$ cat src/rtl/scl_pkg.sv
// Shared types and constants for the scaler line/frame sequencer.
package scl_pkg;

  // Width of the pixel, line and address counters.
  localparam int SCL_W_BITS    = 12;
  // Smallest blank gap the filter edge-detect taps can tolerate.
  localparam int SCL_MIN_BLANK = 6;
  // Narrowest line the filter can process.
  localparam int SCL_MIN_WIDTH = 4;

  typedef enum logic [2:0] {
    ST_IDLE,
    ST_WAIT_LINE,
    ST_READ,
    ST_BLANK,
    ST_DRAIN
  } scl_state_e;

  // Effective blank length: the requested value, never below the floor.
  function automatic logic [7:0] scl_blank_len(input logic [7:0] req,
                                               input logic [7:0] floor_len);
    return (req > floor_len) ? req : floor_len;
  endfunction

endpackage

$ cat src/rtl/scl_blank_cnt.sv
// Loadable down-counter with a terminal flag; times the inter-line blank.
module scl_blank_cnt
  import scl_pkg::*;
#(
  parameter int W = 8
) (
  input  logic         clk_scl,
  input  logic         rst_scl,
  input  logic         load,
  input  logic [W-1:0] load_val,
  input  logic         en,
  output logic         done
);

  logic [W-1:0] cnt_reg;

  // Load has priority; otherwise count down and park at zero.
  always_ff @(posedge clk_scl or posedge rst_scl) begin
    if (rst_scl) begin
      cnt_reg <= '0;
    end else if (load) begin
      cnt_reg <= load_val;
    end else if (en && (cnt_reg != '0)) begin
      cnt_reg <= cnt_reg - 1'b1;
    end
  end

  assign done = (cnt_reg == '0);

endmodule

$ cat src/rtl/scl_line_ctrl.sv
// Line/frame sequencer: reads each buffered line as one contiguous enable
// window for the scaler filter, inserts blanking between lines, holds the
// filter configuration for a frame and tracks completion from o_dff5.
module scl_line_ctrl
  import scl_pkg::*;
#(
  parameter int MIN_BLANK = SCL_MIN_BLANK
) (
  input  logic                  clk_scl,
  input  logic                  rst_scl,
  input  logic                  frame_start,
  input  logic [SCL_W_BITS-1:0] cfg_width,
  input  logic [SCL_W_BITS-1:0] cfg_height,
  input  logic [7:0]            cfg_hblank,
  input  logic [1:0]            cfg_flt_in,
  input  logic                  cfg_mode_in,
  input  logic                  src_line_rdy,
  output logic                  src_line_ack,
  output logic                  lb_rd_en,
  output logic [SCL_W_BITS-1:0] lb_rd_addr,
  input  logic [7:0]            lb_rd_data,
  output logic [7:0]            scl_i_data_r,
  output logic                  scl_i_data_en,
  output logic [1:0]            scl_cfg_flt,
  output logic                  scl_cfg_mode,
  input  logic                  o_dff5,
  output logic                  busy,
  output logic                  line_done,
  output logic                  frame_done,
  output logic                  cfg_err
);

  localparam logic [7:0]            MIN_BLANK_L = 8'(MIN_BLANK);
  localparam logic [SCL_W_BITS-1:0] MIN_WIDTH_L = SCL_W_BITS'(SCL_MIN_WIDTH);

  scl_state_e            state_reg, state_next;

  logic [SCL_W_BITS-1:0] width_reg, height_reg;
  logic [7:0]            blank_reg;
  logic [1:0]            flt_reg;
  logic                  mode_reg;

  logic [SCL_W_BITS-1:0] addr_reg;
  logic [SCL_W_BITS-1:0] lines_in_reg;
  logic [SCL_W_BITS-1:0] lines_out_reg, lines_out_next;

  logic                  data_en_reg;
  logic                  dff5_d_reg;
  logic                  line_done_reg, frame_done_reg, cfg_err_reg;

  logic                  cfg_illegal;
  logic                  accept;
  logic                  cfg_err_next;
  logic                  frame_done_next;
  logic                  rd_en;
  logic                  last_rd;
  logic                  blank_load, blank_en, blank_done;
  logic [7:0]            blank_load_val;
  logic                  fall_valid;

  assign cfg_illegal = (cfg_width < MIN_WIDTH_L) || (cfg_height == '0);

  // Filter output-valid falls are only meaningful while a frame is active.
  assign fall_valid     = dff5_d_reg & ~o_dff5 & (state_reg != ST_IDLE);
  assign lines_out_next = lines_out_reg + SCL_W_BITS'(fall_valid);

  // The single WAIT_LINE sampling cycle is the last blank cycle, so BLANK
  // itself lasts blank-1 cycles; the counter ends at zero, hence blank-2.
  // This relies on MIN_BLANK being at least 2.
  assign blank_load_val = blank_reg - 8'd2;

  scl_blank_cnt #(
    .W (8)
  ) u_blank_cnt (
    .clk_scl  (clk_scl),
    .rst_scl  (rst_scl),
    .load     (blank_load),
    .load_val (blank_load_val),
    .en       (blank_en),
    .done     (blank_done)
  );

  // State register.
  always_ff @(posedge clk_scl or posedge rst_scl) begin
    if (rst_scl) begin
      state_reg <= ST_IDLE;
    end else begin
      state_reg <= state_next;
    end
  end

  // Next-state logic and per-cycle control strobes.
  always_comb begin
    state_next      = state_reg;
    accept          = 1'b0;
    cfg_err_next    = 1'b0;
    frame_done_next = 1'b0;
    rd_en           = 1'b0;
    last_rd         = 1'b0;
    blank_load      = 1'b0;
    blank_en        = 1'b0;
    case (state_reg)
      ST_IDLE: begin
        if (frame_start) begin
          if (cfg_illegal) begin
            cfg_err_next = 1'b1;
          end else begin
            accept     = 1'b1;
            state_next = ST_WAIT_LINE;
          end
        end
      end
      ST_WAIT_LINE: begin
        if (src_line_rdy) begin
          state_next = ST_READ;
        end
      end
      ST_READ: begin
        rd_en = 1'b1;
        if (addr_reg == width_reg - 1'b1) begin
          last_rd    = 1'b1;
          blank_load = 1'b1;
          state_next = ST_BLANK;
        end
      end
      ST_BLANK: begin
        blank_en = 1'b1;
        if (blank_done) begin
          state_next = (lines_in_reg < height_reg) ? ST_WAIT_LINE : ST_DRAIN;
        end
      end
      ST_DRAIN: begin
        if (lines_out_next >= height_reg) begin
          frame_done_next = 1'b1;
          state_next      = ST_IDLE;
        end
      end
      default: begin
        state_next = ST_IDLE;
      end
    endcase
  end

  // Frame shadow configuration, captured only on an accepted frame_start.
  always_ff @(posedge clk_scl or posedge rst_scl) begin
    if (rst_scl) begin
      width_reg  <= '0;
      height_reg <= '0;
      blank_reg  <= '0;
      flt_reg    <= '0;
      mode_reg   <= 1'b0;
    end else if (accept) begin
      width_reg  <= cfg_width;
      height_reg <= cfg_height;
      blank_reg  <= scl_blank_len(cfg_hblank, MIN_BLANK_L);
      flt_reg    <= cfg_flt_in;
      mode_reg   <= cfg_mode_in;
    end
  end

  // Read address and input/output line counters.
  always_ff @(posedge clk_scl or posedge rst_scl) begin
    if (rst_scl) begin
      addr_reg      <= '0;
      lines_in_reg  <= '0;
      lines_out_reg <= '0;
    end else begin
      if (rd_en && !last_rd) begin
        addr_reg <= addr_reg + 1'b1;
      end else begin
        addr_reg <= '0;
      end
      if (accept) begin
        lines_in_reg  <= '0;
        lines_out_reg <= '0;
      end else begin
        if (last_rd) begin
          lines_in_reg <= lines_in_reg + 1'b1;
        end
        lines_out_reg <= lines_out_next;
      end
    end
  end

  // Enable delay matching read latency, edge detect and status pulses.
  always_ff @(posedge clk_scl or posedge rst_scl) begin
    if (rst_scl) begin
      data_en_reg    <= 1'b0;
      dff5_d_reg     <= 1'b0;
      line_done_reg  <= 1'b0;
      frame_done_reg <= 1'b0;
      cfg_err_reg    <= 1'b0;
    end else begin
      data_en_reg    <= rd_en;
      dff5_d_reg     <= o_dff5;
      line_done_reg  <= fall_valid;
      frame_done_reg <= frame_done_next;
      cfg_err_reg    <= cfg_err_next;
    end
  end

  assign lb_rd_en      = rd_en;
  assign lb_rd_addr    = rd_en ? addr_reg : '0;
  assign src_line_ack  = last_rd;
  assign scl_i_data_en = data_en_reg;
  assign scl_i_data_r  = data_en_reg ? lb_rd_data : 8'd0;
  assign scl_cfg_flt   = flt_reg;
  assign scl_cfg_mode  = mode_reg;
  assign busy          = (state_reg != ST_IDLE);
  assign line_done     = line_done_reg;
  assign frame_done    = frame_done_reg;
  assign cfg_err       = cfg_err_reg;

endmodule

$ cat config.mk
export PLATFORM = sky130hd
export DESIGN_NAME = scl_line_ctrl
export DESIGN_NICKNAME = d
export VERILOG_FILES = /design/src/rtl/scl_pkg.sv /design/src/rtl/scl_blank_cnt.sv /design/src/rtl/scl_line_ctrl.sv
export SDC_FILE = /design/constraint.sdc
export NUM_CORES = 1
export LEC_CHECK = 0
export ABC_AREA = 1
export BUFFER_PORTS_ARGS = -buffer_cell sky130_fd_sc_hd__buf_4
export CAP_MARGIN = 20
export CORE_MARGIN = 2
export CORE_UTILIZATION = 55
export DETAILED_ROUTE_END_ITERATION = 8
export PLACE_DENSITY = 0.74
export SLEW_MARGIN = 30
export SYNTH_ARGS = -nofsm -noshare
export SYNTH_HDL_FRONTEND = slang
export SYNTH_SLANG_ARGS = --single-unit
$ cat constraint.sdc
create_clock -name clk_scl -period 3.78 [get_ports clk_scl]
set_clock_uncertainty 0.05 [all_clocks]
set_input_delay 0.756 -clock clk_scl [delete_from_list [all_inputs] [get_ports clk_scl]]
set_output_delay 0.756 -clock clk_scl [all_outputs]
set_load 0.1 [all_outputs]
======== Yosys cells after proc, flatten, opt, wreduce, memory -nomap -nowiden ========
Index checks and enable logic that the tools add are counted.
operators by class
  reduce and logical (&&, ||, !) cells .... 12
  magnitude comparators ................... 4
  $add $sub $neg .......................... 6
  bitwise logic cells ..................... 3
  eq/ne operators ......................... 11
  mux-type cells .......................... 29
operators with widths
  kind                                                                           count
  12-bit two-way mux                                                             5
  8-bit two-way mux                                                              4
  12-bit by 1-bit adder with 12-bit output, second input constant                2
  3-bit two-way mux                                                              7
  3-bit case mux with 5 select lines                                             1
  12-bit by 1-bit adder with 12-bit output                                       1
  12-bit equality test                                                           1
  12-bit greater-or-equal comparator                                             1
  12-bit logical NOT                                                             1
  12-bit less-than comparator                                                    1
  12-bit by 3-bit less-than comparator with 1-bit output, second input constant  1
  1-bit two-way mux                                                              12
  2-bit != test, second input constant                                           6
  12-bit by 1-bit subtractor with 12-bit output, second input constant           1
  8-bit by 3-bit > comparator with 1-bit output, second input constant           1
  8-bit logical NOT                                                              1
  8-bit nonzero test                                                             1
  8-bit by 1-bit subtractor with 8-bit output, second input constant             1
  8-bit by 2-bit subtractor with 8-bit output, second input constant             1
  3-bit by 2-bit equality test with 1-bit output, second input constant          2
  6-bit AND reduction                                                            1
  2-bit nonzero test                                                             2
  3-bit by 1-bit equality test with 1-bit output, second input constant          1
  3-bit equality test, second input constant                                     1
  7 further kinds                                                                9
word-level totals
  logic and storage cells ................. 80
  bits of input ports ..................... 48
  flip-flop bits (word level) ............. 87
  output and inout port bits .............. 30

======== Longest topological paths before layout ========
  depth in word-level cells ............... 7
  mapped depth ............................ 24
  mapped depth without buffers ............ 24

======== Cells and area by module ========
A second synthesis with hierarchy kept.
unflattened totals
  cell total of the unflattened synthesis .. 746
  area, all modules ....................... 5485.3 um^2
modules (own cells, without submodules)
  module         times used  seq. area each (um^2)  area each (um^2)  cells an instance
  scl_line_ctrl  1           1976.9                 4852.2            655
  scl_blank_cnt  1           200.2                  633.1             91

======== Worst setup path after synthesis ========
Ideal clock, no wire load.
  path kind ............................... register to register
  start point ............................. reg state_reg[1]
  end point ............................... reg state_reg[1]
  path slack .............................. 0.019 ns
  buffers on the path ..................... 0
  cell stages (with the launch flop) ...... 25
  data arrival time ....................... 3.593 ns
  setup time .............................. 0.119 ns
  period minus slack after synthesis ...... 3.761 ns
  data required time ...................... 3.611 ns
  cell sequence ........................... dfrtp_1 -> inv_1 -> nand2_1 -> nand2_1 -> nor2_1 -> ha_1 -> nand2_1 -> inv_1 -> nand2_1 -> nor2_1 -> nand3_1 -> nor2_1 -> nand2_1 -> nor2_1 -> xor2_1 -> inv_1 -> ha_1 -> nand2_1 -> inv_1 -> nand3_1 -> inv_1 -> a21oi_1 -> nand4_1 -> nand4_1 -> nand2_1
on the way
  word-level cells in the longest chain between the ends .. 6
  elaborated cells on any way between the ends .. 17
  those cells by class .................... add/sub (1); order compare (1); eq/ne (10); mux (1); bitwise (1); reduce/logical (3)
RTL lines
  item                                      RTL line              source
  start, declared                           scl_line_ctrl.sv:36   scl_state_e state_reg, state_next;
  start signal, assigned                    scl_line_ctrl.sv:88   state_reg <= state_next;
  3-bit nonzero test                        --
  via busy                                  scl_line_ctrl.sv:27   output logic busy,
  1-bit bitwise AND                         scl_line_ctrl.sv:64   assign fall_valid = dff5_d_reg & ~o_dff5 & (state_reg != ST_IDLE);
  via fall_valid                            scl_line_ctrl.sv:59   logic fall_valid;
  12-bit by 1-bit adder with 12-bit output  scl_line_ctrl.sv:65   assign lines_out_next = lines_out_reg + SCL_W_BITS'(fall_valid);
  12-bit greater-or-equal comparator        scl_line_ctrl.sv:133  if (lines_out_next >= height_reg) begin
  2-bit != test (no line)                   --
  6-bit AND reduction (no line)             --
The timed path passes the listed nets, and every way through them passes these cells.
A chain may end at the register's enable or synchronous reset.

======== Final worst setup path ========
  start point ............................. reg width_reg[0]
  end point ............................... out src_line_ack
on the way
  word-level cells in the longest chain between the ends .. 4
RTL lines
  item                                           RTL line              source
  start, declared                                scl_line_ctrl.sv:38   logic [SCL_W_BITS-1:0] width_reg, height_reg;
  start signal, assigned                         scl_line_ctrl.sv:153  width_reg <= cfg_width;
  12-bit by 1-bit subtractor with 12-bit output  scl_line_ctrl.sv:120  if (addr_reg == width_reg - 1'b1) begin
  12-bit equality test                           scl_line_ctrl.sv:120
  1-bit two-way mux                              scl_line_ctrl.sv:120
  1-bit two-way mux                              scl_line_ctrl.sv:102  case (state_reg)
  end, declared                                  scl_line_ctrl.sv:18   output logic src_line_ack,
No other way between the ends.

==> results.md <==
* Switching share of power at 50.9%
* Total standard cell area after synthesis at 5820 µm²
* Number of max-slew violations in the final report at 0
* Type of origin of the critical path: register
* Largest net degree at the start of global routing at 59
* TritonRoute pass-1 iters at 5
* Element type at the critical path end: output port
* Share of power burned in the clock network at 13.3%
* Boundary pin count at 78
* Area leader, netlist: sky130_fd_sc_hd__dfrtp_1
* Clock transition at the register clock pins on the worst setup and hold paths after CTS at 0.09 ns
* Most repeated cell in the gate-level netlist after synthesis: sky130_fd_sc_hd__nand2_1
* Ant. Diodes at 0
* P_sw at 2.27 mW
* Cells after synthesis at 774
* Detailed placer's ending HPWL at 10.3 mm
* Path class of the lowest-slack min-delay path: in2async
* Worst r2r src: state_reg[1]
* Sum Neg Setup Slack at 0 ns
* Max-cap viol count at 0
* Synthesis-stage register bit count at 87
* Share of the synthesized area in the top cell type at 37.4%
* Largest driver fanout on the critical path at 11
* Tightest Pin Transition at 0.586 ns
* Most used DFF post-synth: sky130_fd_sc_hd__dfrtp_1
* Number of enable flip-flop cells after synthesis at 0
* Timing startpoint of the critical path: width_reg[0]
* M3 GR Usage at 2.61%
* Largest cells by area after synthesis: sky130_fd_sc_hd__dfrtp_1, sky130_fd_sc_hd__nand2_1, sky130_fd_sc_hd__inv_1
* Unrepaired setup endpoints after global routing: false
* Share of synthesized area occupied by flip-flops and latches at 37.4%
* Final Hold Vio Count at 0
* GR Layer Usage met1 at 30.2%
* Die area at 11400 µm²
* Worst endpoint required time at 2.97 ns
* Crit path to: src_line_ack
* Total Routed Length at 13.1 mm
* Path length in cells of the critical path at 13
* Initial cell density of the core at 56.4%
* Post-route fraction of the period consumed by the critical path at 89.8%
* Worst endpoint data arrival time at 2.59 ns
* Number of fill cells at 916
* Reg2Reg Setup Slack at 0.39 ns
* Power density over cell area at 667 nW/µm²
* Part of the power in combinational logic at 55.0%
* Drt wl/cell at 13.3 µm
* Vias in the first global route at 5170
* Placed cell area at 6480 µm²
* Nets at 929
* First-pass GRT wire length at 23.0 mm
* Detailed Route Iter0 Violations at 244
* Mean number of vias per cell at 5.11
* Cell internal power dissipation at 2.19 mW
* Insertion delay to the later sink of the worst-skew pair at 0.36 ns
* Total clock buffers created by CTS at 9
* Slowest cell on the critical path: sky130_fd_sc_hd__dfrtp_1
* Number of placement rows at 37
* Synthesized netlist net count at 853
* Deepest level of the CTS H-tree at 3
* Total congestion overflow after global routing at 0
* Mapped Avg Cell Area at 7.52 µm²
* Max transition margin at 60.9%
* Async S/R FF share, synth at 100%
* Most congested layer reported by global routing: met2
* Kind of critical path: reg2out
* Post-Route Hold Slack at 0.345 ns
* Remaining design rule violation count at 0
* Count of buffers from port buffering at 77
* Worst flop-to-flop path endpoint: state_reg[1]
* Cells on worst reg2reg path at 24
* Number of nets with antenna violations after detailed routing at 0
* Max clock buf depth at 2
* Vias post-DR at 5059
* Peak supply drop at 0.356 mV
* Met2 track demand over resource at 46.0%
* Overall die width at 107 µm
* Max Fclk at 294 MHz
* Fraction of layout instances using a drive strength above 1 at 18.7%
* Cell repeated most along the worst path: sky130_fd_sc_hd__nand2_2
* CTS tree: done
* GR Util All Layers at 24.9%
* Result of the run: finished clean
* Area of the core at 10300 µm²
* Final estimated routing congestion in global placement at 0.904
* Fraction of power consumed by sequential logic at 31.7%
* Slowest cell delay on critical path at 0.44 ns
* Clock root buffer master: sky130_fd_sc_hd__clkbuf_8
* Final Setup Violations at 0
* Clock Sink Count at 87
* Post-synth cell types at 41
* Buffering stage count on the worst path with inverters included at 4
* Die boundary height at 107 µm
* Count of synthesis-stage warnings from yosys at 0
* Initial antenna violation count at 0
* Final cell area excluding filler cells at 6690 µm²
* Post-layout total power at 4.46 mW
* Synthesis-to-finish area growth at 14.8%
* Most used standard cells in the synthesized netlist: sky130_fd_sc_hd__nand2_1, sky130_fd_sc_hd__inv_1, sky130_fd_sc_hd__dfrtp_1
* Leakage at 3.66 nW
* Critical Path, Cell by Cell: inv_4 -> ha_1 -> nand2_2 -> nor2_2 -> o21ai_1 -> nand2_1 -> nand2_2 -> clkinv_1 -> nand2_4 -> nor2_8 -> nand3_2 -> inv_1 -> buf_4
* CP delay by family, top: simple AND/OR/NAND/NOR gates
* Min Clock Period, post-route at 3.40 ns
## cells in the final DEF, fill, tap and decap left out, types with 10 or more instances in the layout
cell and n:
sky130_fd_sc_hd__nand4_1 25, sky130_fd_sc_hd__o21ai_0 36, sky130_fd_sc_hd__nand3_1 50, sky130_fd_sc_hd__clkbuf_8 10, sky130_fd_sc_hd__ha_1 31, sky130_fd_sc_hd__inv_1 122, sky130_fd_sc_hd__nand2_2 12, sky130_fd_sc_hd__nor2_1 78
sky130_fd_sc_hd__buf_4 85, sky130_fd_sc_hd__nand2_1 179, sky130_fd_sc_hd__a21oi_1 16, sky130_fd_sc_hd__dfrtp_1 87, sky130_fd_sc_hd__nor3_1 12, sky130_fd_sc_hd__xor2_1 27
## worst min path at each step
stage / slack, ns / to / startpoint / depth (start not counted)
floorplan: 0.40 / addr_reg[0] / addr_reg[0] / 1
global placement: 0.42 / scl_cfg_flt[1] / scl_cfg_flt[1] / 2
detailed placement: 0.43 / scl_cfg_flt[1] / scl_cfg_flt[1] / 2
CTS: 0.35 / addr_reg[0] / rst_scl / 2
global route: 0.37 / addr_reg[0] / rst_scl / 2
finish: 0.34 / addr_reg[0] / rst_scl / 2
## routing by layer
metal  share of wire, %  up-vias
met2                 53       95
met1                 42     2359
li1                   -     2586
met3                3.1       19
met5                  0        -
met4                1.7        0
## through the flow
stage	util (%)	setup WS, ns	cells
CTS	64.5	0.106	988
finish	64.8	0.384	990
floorplan	-	0.0186	774
global placement	62.8	0.193	973
detailed placement	62.8	-0.0906	973
global route	64.8	0.0476	990
## repair_timing
action,CTS,global route
buffers inserted,0,2
hold buffers,0,0
resized for setup,0,5
endpoints found under the setup margin,0,4
## final cells by class
class	instances	area [µm²]	area share (%)
clock buffers	10	138	2.06
well taps	136	170	2.54
repair buffers	85	638	9.54
clock inverters	5	35.0	0.524
inverters	131	495	7.41
multi-input cells	536	3030	45.4
flip-flops and latches	87	2180	32.6
## power groups by stage
stage / registers, mW / clock network [mW] / logic (mW)
6_report: 1.42 / 0.592 / 2.45
5_1_grt: 1.45 / 0.648 / 2.74
4_1_cts: 1.41 / 0.608 / 2.44
3_5_place_dp: 1.43 / 0 / 2.43
3_3_place_gp: 1.42 / 0 / 2.34
2_1_floorplan: 1.52 / 0 / 1.84
## worst reg2reg max path, stage by stage, from the launching register on
cell                      delay (ns)
sky130_fd_sc_hd__dfrtp_1        0.40
sky130_fd_sc_hd__inv_1          0.07
sky130_fd_sc_hd__nand2_1        0.11
sky130_fd_sc_hd__nand2_1        0.08
sky130_fd_sc_hd__nor2_2         0.13
sky130_fd_sc_hd__ha_1           0.18
sky130_fd_sc_hd__nand2_1        0.06
sky130_fd_sc_hd__inv_1          0.08
sky130_fd_sc_hd__nand2_1        0.10
sky130_fd_sc_hd__nor2_4         0.13
sky130_fd_sc_hd__nand3_1        0.12
sky130_fd_sc_hd__nor2_2         0.14
sky130_fd_sc_hd__nand2_1        0.09
sky130_fd_sc_hd__nor2_1         0.12
sky130_fd_sc_hd__xor2_1         0.24
sky130_fd_sc_hd__inv_1          0.08
sky130_fd_sc_hd__ha_1           0.31
sky130_fd_sc_hd__nand2_1        0.10
sky130_fd_sc_hd__inv_1          0.04
sky130_fd_sc_hd__nand3_1        0.05
sky130_fd_sc_hd__inv_1          0.07
sky130_fd_sc_hd__a21oi_2        0.17
sky130_fd_sc_hd__nand4_1        0.18
sky130_fd_sc_hd__nand4_1        0.14
sky130_fd_sc_hd__nand2_1        0.06
## logic make-up (layout without fill, tap and decap cells)
group / Yosys count / after routing / share of synthesized area, %
adder cells (fa/ha/maj): 31 / 31 / 6.66
AND/OR/NAND/NOR: 405 / 405 / 33.7
flip-flops: 87 / 87 / 37.4
XOR/XNOR: 35 / 35 / 5.26
buffers and inverters: 151 / 231 / 10.8
AO/OA/AOI/OAI: 65 / 65 / 6.19
Power figures use the tool's default switching activity.
